`src/rtl/mdu_divider.sv`:
```
// -----------------------------------------------------------------------------
// mdu_divider
//   Iterative divide unit for DIV/DIVU. Runs a restoring, one-bit-per-cycle
//   division on operand magnitudes and then applies sign correction. The
//   quotient goes to LO and the remainder to HI. busy stays high for exactly
//   WIDTH+2 cycles after an accepted start, so the PC stage can apply a fixed
//   stall.
//
// Ports
//   DIV_CLK   in   rising-edge clock
//   Reset     in   asynchronous active-low reset
//   start     in   one-cycle request, sampled only while IDLE
//   sign      in   1 = signed (DIV), 0 = unsigned (DIVU), sampled with start
//   dividend  in   rs operand, sampled with start
//   divisor   in   rt operand, sampled with start
//   busy      out  high from the accepting edge until the result edge
//   done      out  one-cycle pulse when q/r are updated
//   div_zero  out  last completed op had a zero divisor (cleared on accept)
//   q         out  quotient, held until the next result edge
//   r         out  remainder, held until the next result edge
//
// Handshake: start is a request that is honoured only when it is sampled
// high in IDLE. Any start seen in LOAD, ITER or FIX (including the cycle that
// raises done) is dropped. Exactly one done pulse follows each accepted start,
// unless Reset aborts the operation, in which case no done is produced.
// -----------------------------------------------------------------------------
module mdu_divider #(
  parameter int WIDTH = 32
) (
  input  logic             DIV_CLK,
  input  logic             Reset,
  input  logic             start,
  input  logic             sign,
  input  logic [WIDTH-1:0] dividend,
  input  logic [WIDTH-1:0] divisor,
  output logic             busy,
  output logic             done,
  output logic             div_zero,
  output logic [WIDTH-1:0] q,
  output logic [WIDTH-1:0] r
);

  localparam int CW = (WIDTH > 1) ? $clog2(WIDTH) : 1;
  localparam logic [CW-1:0] LAST_CNT = CW'(WIDTH - 1);

  typedef enum logic [1:0] {
    S_IDLE = 2'd0,
    S_LOAD = 2'd1,
    S_ITER = 2'd2,
    S_FIX  = 2'd3
  } state_t;

  state_t           state_q, state_d;
  logic [CW-1:0]    count_q, count_d;
  logic [WIDTH-1:0] quot_q, quot_d;     // dividend magnitude shifts out, quotient shifts in
  logic [WIDTH-1:0] rem_q, rem_d;       // partial remainder
  logic [WIDTH-1:0] dvsr_q, dvsr_d;     // raw divisor, then its magnitude after LOAD
  logic [WIDTH-1:0] dvd_q, dvd_d;       // original dividend, kept for the divide-by-zero result
  logic             sign_q, sign_d;
  logic             negq_q, negq_d;
  logic             negr_q, negr_d;
  logic             dz_q, dz_d;         // divide-by-zero detected for the in-flight op
  logic             busy_q, busy_d;
  logic             done_q, done_d;
  logic             div_zero_q, div_zero_d;
  logic [WIDTH-1:0] q_q, q_d;
  logic [WIDTH-1:0] r_q, r_d;

  // Datapath for one restoring step
  logic [WIDTH:0]   shifted;
  logic             no_fit;
  logic [WIDTH-1:0] diff;

  always_ff @(posedge DIV_CLK or negedge Reset) begin
    if (!Reset) begin
      state_q    <= S_IDLE;
      count_q    <= '0;
      quot_q     <= '0;
      rem_q      <= '0;
      dvsr_q     <= '0;
      dvd_q      <= '0;
      sign_q     <= 1'b0;
      negq_q     <= 1'b0;
      negr_q     <= 1'b0;
      dz_q       <= 1'b0;
      busy_q     <= 1'b0;
      done_q     <= 1'b0;
      div_zero_q <= 1'b0;
      q_q        <= '0;
      r_q        <= '0;
    end else begin
      state_q    <= state_d;
      count_q    <= count_d;
      quot_q     <= quot_d;
      rem_q      <= rem_d;
      dvsr_q     <= dvsr_d;
      dvd_q      <= dvd_d;
      sign_q     <= sign_d;
      negq_q     <= negq_d;
      negr_q     <= negr_d;
      dz_q       <= dz_d;
      busy_q     <= busy_d;
      done_q     <= done_d;
      div_zero_q <= div_zero_d;
      q_q        <= q_d;
      r_q        <= r_d;
    end
  end

  always_comb begin
    state_d    = state_q;
    count_d    = count_q;
    quot_d     = quot_q;
    rem_d      = rem_q;
    dvsr_d     = dvsr_q;
    dvd_d      = dvd_q;
    sign_d     = sign_q;
    negq_d     = negq_q;
    negr_d     = negr_q;
    dz_d       = dz_q;
    busy_d     = busy_q;
    done_d     = 1'b0;
    div_zero_d = div_zero_q;
    q_d        = q_q;
    r_d        = r_q;

    // Bring the next dividend bit into the remainder and trial-subtract the
    // divisor. The shifted value can need WIDTH+1 bits, so the fit test is a
    // WIDTH+1-bit compare; when it fits, the difference is below the divisor
    // and therefore fits back into WIDTH bits.
    shifted = {rem_q, quot_q[WIDTH-1]};
    no_fit  = (shifted < {1'b0, dvsr_q});
    diff    = shifted[WIDTH-1:0] - dvsr_q;

    case (state_q)
      S_IDLE: begin
        if (start) begin
          dvd_d      = dividend;
          dvsr_d     = divisor;
          sign_d     = sign;
          busy_d     = 1'b1;
          div_zero_d = 1'b0;
          state_d    = S_LOAD;
        end
      end

      S_LOAD: begin
        // 0x80000000 negates to itself, which is exactly its unsigned magnitude.
        quot_d  = (sign_q && dvd_q[WIDTH-1])  ? -dvd_q  : dvd_q;
        dvsr_d  = (sign_q && dvsr_q[WIDTH-1]) ? -dvsr_q : dvsr_q;
        negq_d  = sign_q & (dvd_q[WIDTH-1] ^ dvsr_q[WIDTH-1]);
        negr_d  = sign_q & dvd_q[WIDTH-1];
        dz_d    = (dvsr_q == '0);
        rem_d   = '0;
        count_d = '0;
        state_d = S_ITER;
      end

      S_ITER: begin
        if (no_fit) begin
          rem_d  = shifted[WIDTH-1:0];
          quot_d = {quot_q[WIDTH-2:0], 1'b0};
        end else begin
          rem_d  = diff;
          quot_d = {quot_q[WIDTH-2:0], 1'b1};
        end
        if (count_q == LAST_CNT) begin
          state_d = S_FIX;
        end else begin
          count_d = count_q + CW'(1);
        end
      end

      S_FIX: begin
        // A zero divisor still takes the full iteration count so the stall is
        // constant; its architectural result is forced here, independent of sign.
        if (dz_q) begin
          q_d = '1;
          r_d = dvd_q;
        end else begin
          q_d = negq_q ? -quot_q : quot_q;
          r_d = negr_q ? -rem_q  : rem_q;
        end
        div_zero_d = dz_q;
        busy_d     = 1'b0;
        done_d     = 1'b1;
        state_d    = S_IDLE;
      end

      default: begin
        state_d = S_IDLE;
      end
    endcase
  end

  assign busy     = busy_q;
  assign done     = done_q;
  assign div_zero = div_zero_q;
  assign q        = q_q;
  assign r        = r_q;

endmodule

```
`config.mk`:
```
export PLATFORM = sky130hd
export DESIGN_NAME = mdu_divider
export DESIGN_NICKNAME = d
export VERILOG_FILES = /design/src/rtl/mdu_divider.sv
export SDC_FILE = /design/constraint.sdc
export NUM_CORES = 1
export LEC_CHECK = 0
export CORE_MARGIN = 5
export CORE_UTILIZATION = 63
export CTS_CLUSTER_DIAMETER = 30
export DETAILED_ROUTE_END_ITERATION = 7
export PLACE_DENSITY = 0.89
export SLEW_MARGIN = 40
export SYNTH_ARGS = -nofsm -noshare
export SYNTH_HDL_FRONTEND = slang
export SYNTH_SLANG_ARGS = --single-unit
export TNS_END_PERCENT = 100
```
`constraint.sdc`:
```
create_clock -name DIV_CLK -period 10.3 [get_ports DIV_CLK]
set_clock_uncertainty 0.2 [all_clocks]
set_input_delay 2.06 -clock DIV_CLK [delete_from_list [all_inputs] [get_ports DIV_CLK]]
set_output_delay 2.06 -clock DIV_CLK [all_outputs]
set_load 0.01 [all_outputs]
```
==> out/qor.txt <==
Syn. warnings -> 0
Hold-fix buffers, CTS -> 0
Post-synth cell types -> 65
Via density -> 6.442
Critical Path Start Type -> flop
Final Cell Area -> 0.01594 mm2
Pin count of the biggest net entering global routing -> 92
Fin. Hold Viols -> 0
RePlAce Congestion -> 0.8892
DIE AREA -> 0.02360 mm2
Starting Density -> 0.6402
Sw Share -> 0.4069
Slew Viols, Final -> 0
Most common cell after layout, fill and taps aside -> dfrtp_1
Total Routing Usage GR -> 0.3018
Number of port buffers -> 134
Status -> complete, no violations
DRT Wirelength -> 36500 um
Data required, critical path -> 8040 ps
Die W -> 153.6 um
FF+latch count, synth -> 206
Critical Path Fanout Max -> 3
Clock share of power -> 0.258
Mean Syn Cell Area -> 9.000 um2
Post-synth ARST share -> 1.000
Layout cells sized above 1 -> 0.1223
Worst VDD drop -> 229.3 uV
DRT Pass-1 Iters -> 5
Seq/Total Area, Yosys -> 0.3966
Filler instances -> 1258
Placement Cell Area -> 0.01451 mm2
RSZ-0062 raised after global routing -> no
Post-cts sizing count -> 0
DR vias -> 11.96k
Sequential Power Share -> 0.298
CTS tree -> done
Vias in the first global route -> 11.86k
Slew headroom -> 0.4432
Final #Nets -> 1669
Clk Latency, worst-skew pair -> 520 ps
Period minus WS final -> 3812 ps
Cell family with most CP delay -> buffers and inverters
Endpoints failing setup -> 0
Max frequency -> 0.2623 GHz
IO Pins -> 135
CTS root buffer -> clkbuf_16
Post-CTS setup buffers -> 0
Worst path slowest cell -> clkdlybuf4s50_1
Worst-Margin Slew -> 833.1 ps
Worst Path Arrival -> 1550 ps
Placed insts -> 1784
Synth Net Count -> 1555
Post-synth EDFFs -> 0
P_sw -> 2.133 mW
Synthesized area -> 0.01300 mm2
H-Tree Level Count -> 2
Top_reg_cell synth -> dfrtp_1
Utilization after layout -> 0.7852
Antenna diodes -> 0
Leakage Power -> 6.821 nW
Hold/Removal Path Class -> reg2reg
CTS buffer count -> 41
Core area -> 0.02030 mm2
WS Path Type -> reg2out
Final period util -> 0.3701
First-pass GRT wire length -> 59510 um
Row cnt -> 52
Comb power frac -> 0.444
CTS Buffer Depth -> 3
Initial antenna violation count -> 0
Most frequent cells in the layout -> 204 x dfrtp_1, 137 x nand2_1, 133 x clkdlybuf4s50_1, 130 x a21oi_1, 127 x o21ai_0
Setup TNS -> 0 ps
ANT nets after route -> 0
Die Height -> 153.6 um
Internal power -> 3.108 mW
DRC -> 0
WP buf/inv -> 1
Hpwl dp -> 23830 um
P&R area growth vs syn -> 22.64%
Routed length per instance -> 19.66 um
DRT iter0 DRCs -> 1103
GRT Residual Overflow -> 0
Largest stage delay, worst path -> 580 ps
Total clock sinks -> 206
CP Capture Type -> primary output
Post-Synthesis Cells -> 1444
Max Cap Viol -> 0
Cell chain of the critical path -> clkdlybuf4s50_1
CTS clock-pin slew for the worst setup and hold paths -> 50 ps
Power Dens Cells -> 328.8 mW/mm2
Non-Filler Instances -> 1856
## layer usage
layer / share of wire / track usage
met5: 0 / 0
met4: 0.042 / 0.1312
met3: 0.089 / 0.06155
met2: 0.48 / 0.4986
met1: 0.39 / 0.3871
## per-stage QoR
step / power, mW / worst slack [ps] / hold slack, ps
3_5_place_dp: 3.768 / 6184 / 288.6
6_report: 5.241 / 6488 / 300.3
4_1_cts: 5.201 / 6510 / 299.6
5_1_grt: 5.555 / 6379 / 317.8
2_1_floorplan: 3.054 / 7040 / 297.0
3_3_place_gp: 3.638 / 6222 / 274.9
## cells by family after synthesis
group,share of synthesized area
mux,0.09281
compound gates,0.2003
simple gates,0.1524
buf+inv,0.03764
fa+ha+maj,0.04198
xor+xnor,0.07817
flops,0.3966
## power by group through the flow
stage,combinational (mW),clock (mW),sequential [mW]
2_1_floorplan,1.59,0,1.47
3_3_place_gp,2.13,0,1.51
3_5_place_dp,2.23,0,1.54
4_1_cts,2.30,1.36,1.54
5_1_grt,2.55,1.41,1.60
6_report,2.33,1.35,1.56
## worst paths after layout
| path | cells after the start | start | end | slack [ps] |
|---|---|---|---|---|
| max | 1 | busy | busy | 6490 |
| min | 1 | r[5] | r[5] | 300 |
| max reg2reg | 11 | quot_q[31] | rem_q[9] | 6570 |
| min reg2reg | 1 | r[5] | r[5] | 300 |
| max in group asynchronous | 2 | Reset | quot_q[30] | 7270 |
| min in group asynchronous | 1 | Reset | q[9] | 1410 |
## cells in the mapped netlist (18+ instances only)
cell type | n | area share
dfrtp_1 | 206 | 0.40
nand2_1 | 137 | 0.040
a21oi_1 | 130 | 0.050
o21ai_0 | 127 | 0.049
nor2_1 | 108 | 0.031
mux2_2 | 84 | 0.073
xor2_1 | 72 | 0.049
clkbuf_1 | 64 | 0.018
inv_1 | 53 | 0.015
xnor2_1 | 44 | 0.030
ha_1 | 42 | 0.040
nand3_1 | 34 | 0.013
mux2i_1 | 26 | 0.020
nor3_1 | 23 | 0.0089
o31ai_1 | 23 | 0.013
o22ai_1 | 19 | 0.0091
o2bb2ai_1 | 19 | 0.013
nor4_1 | 18 | 0.0087
or3_1 | 18 | 0.0087
## flip-flops by register name, summed over array words and instances, names as in the netlist
name	cells
div_zero	1
quot_q	32
state_q	2
dvsr_q	32
dz_q	1
r	32
rem_q	32
dvd_q	32
negr_q	1
negq_q	1
busy	1
count_q	5
done	1
q	32
sign_q	1
## area by class of cell
cell class	count	area, um2	area share
multi-input combinational	1108	7382	0.4631
inverter	53	198.9	0.01248
tap	270	337.8	0.02119
sequential	206	5157	0.3236
clock buffer	52	1107	0.06947
clock inverter	19	289.0	0.01813
timing repair buffer	148	1466	0.09200
Power figures use the tool's default switching activity.
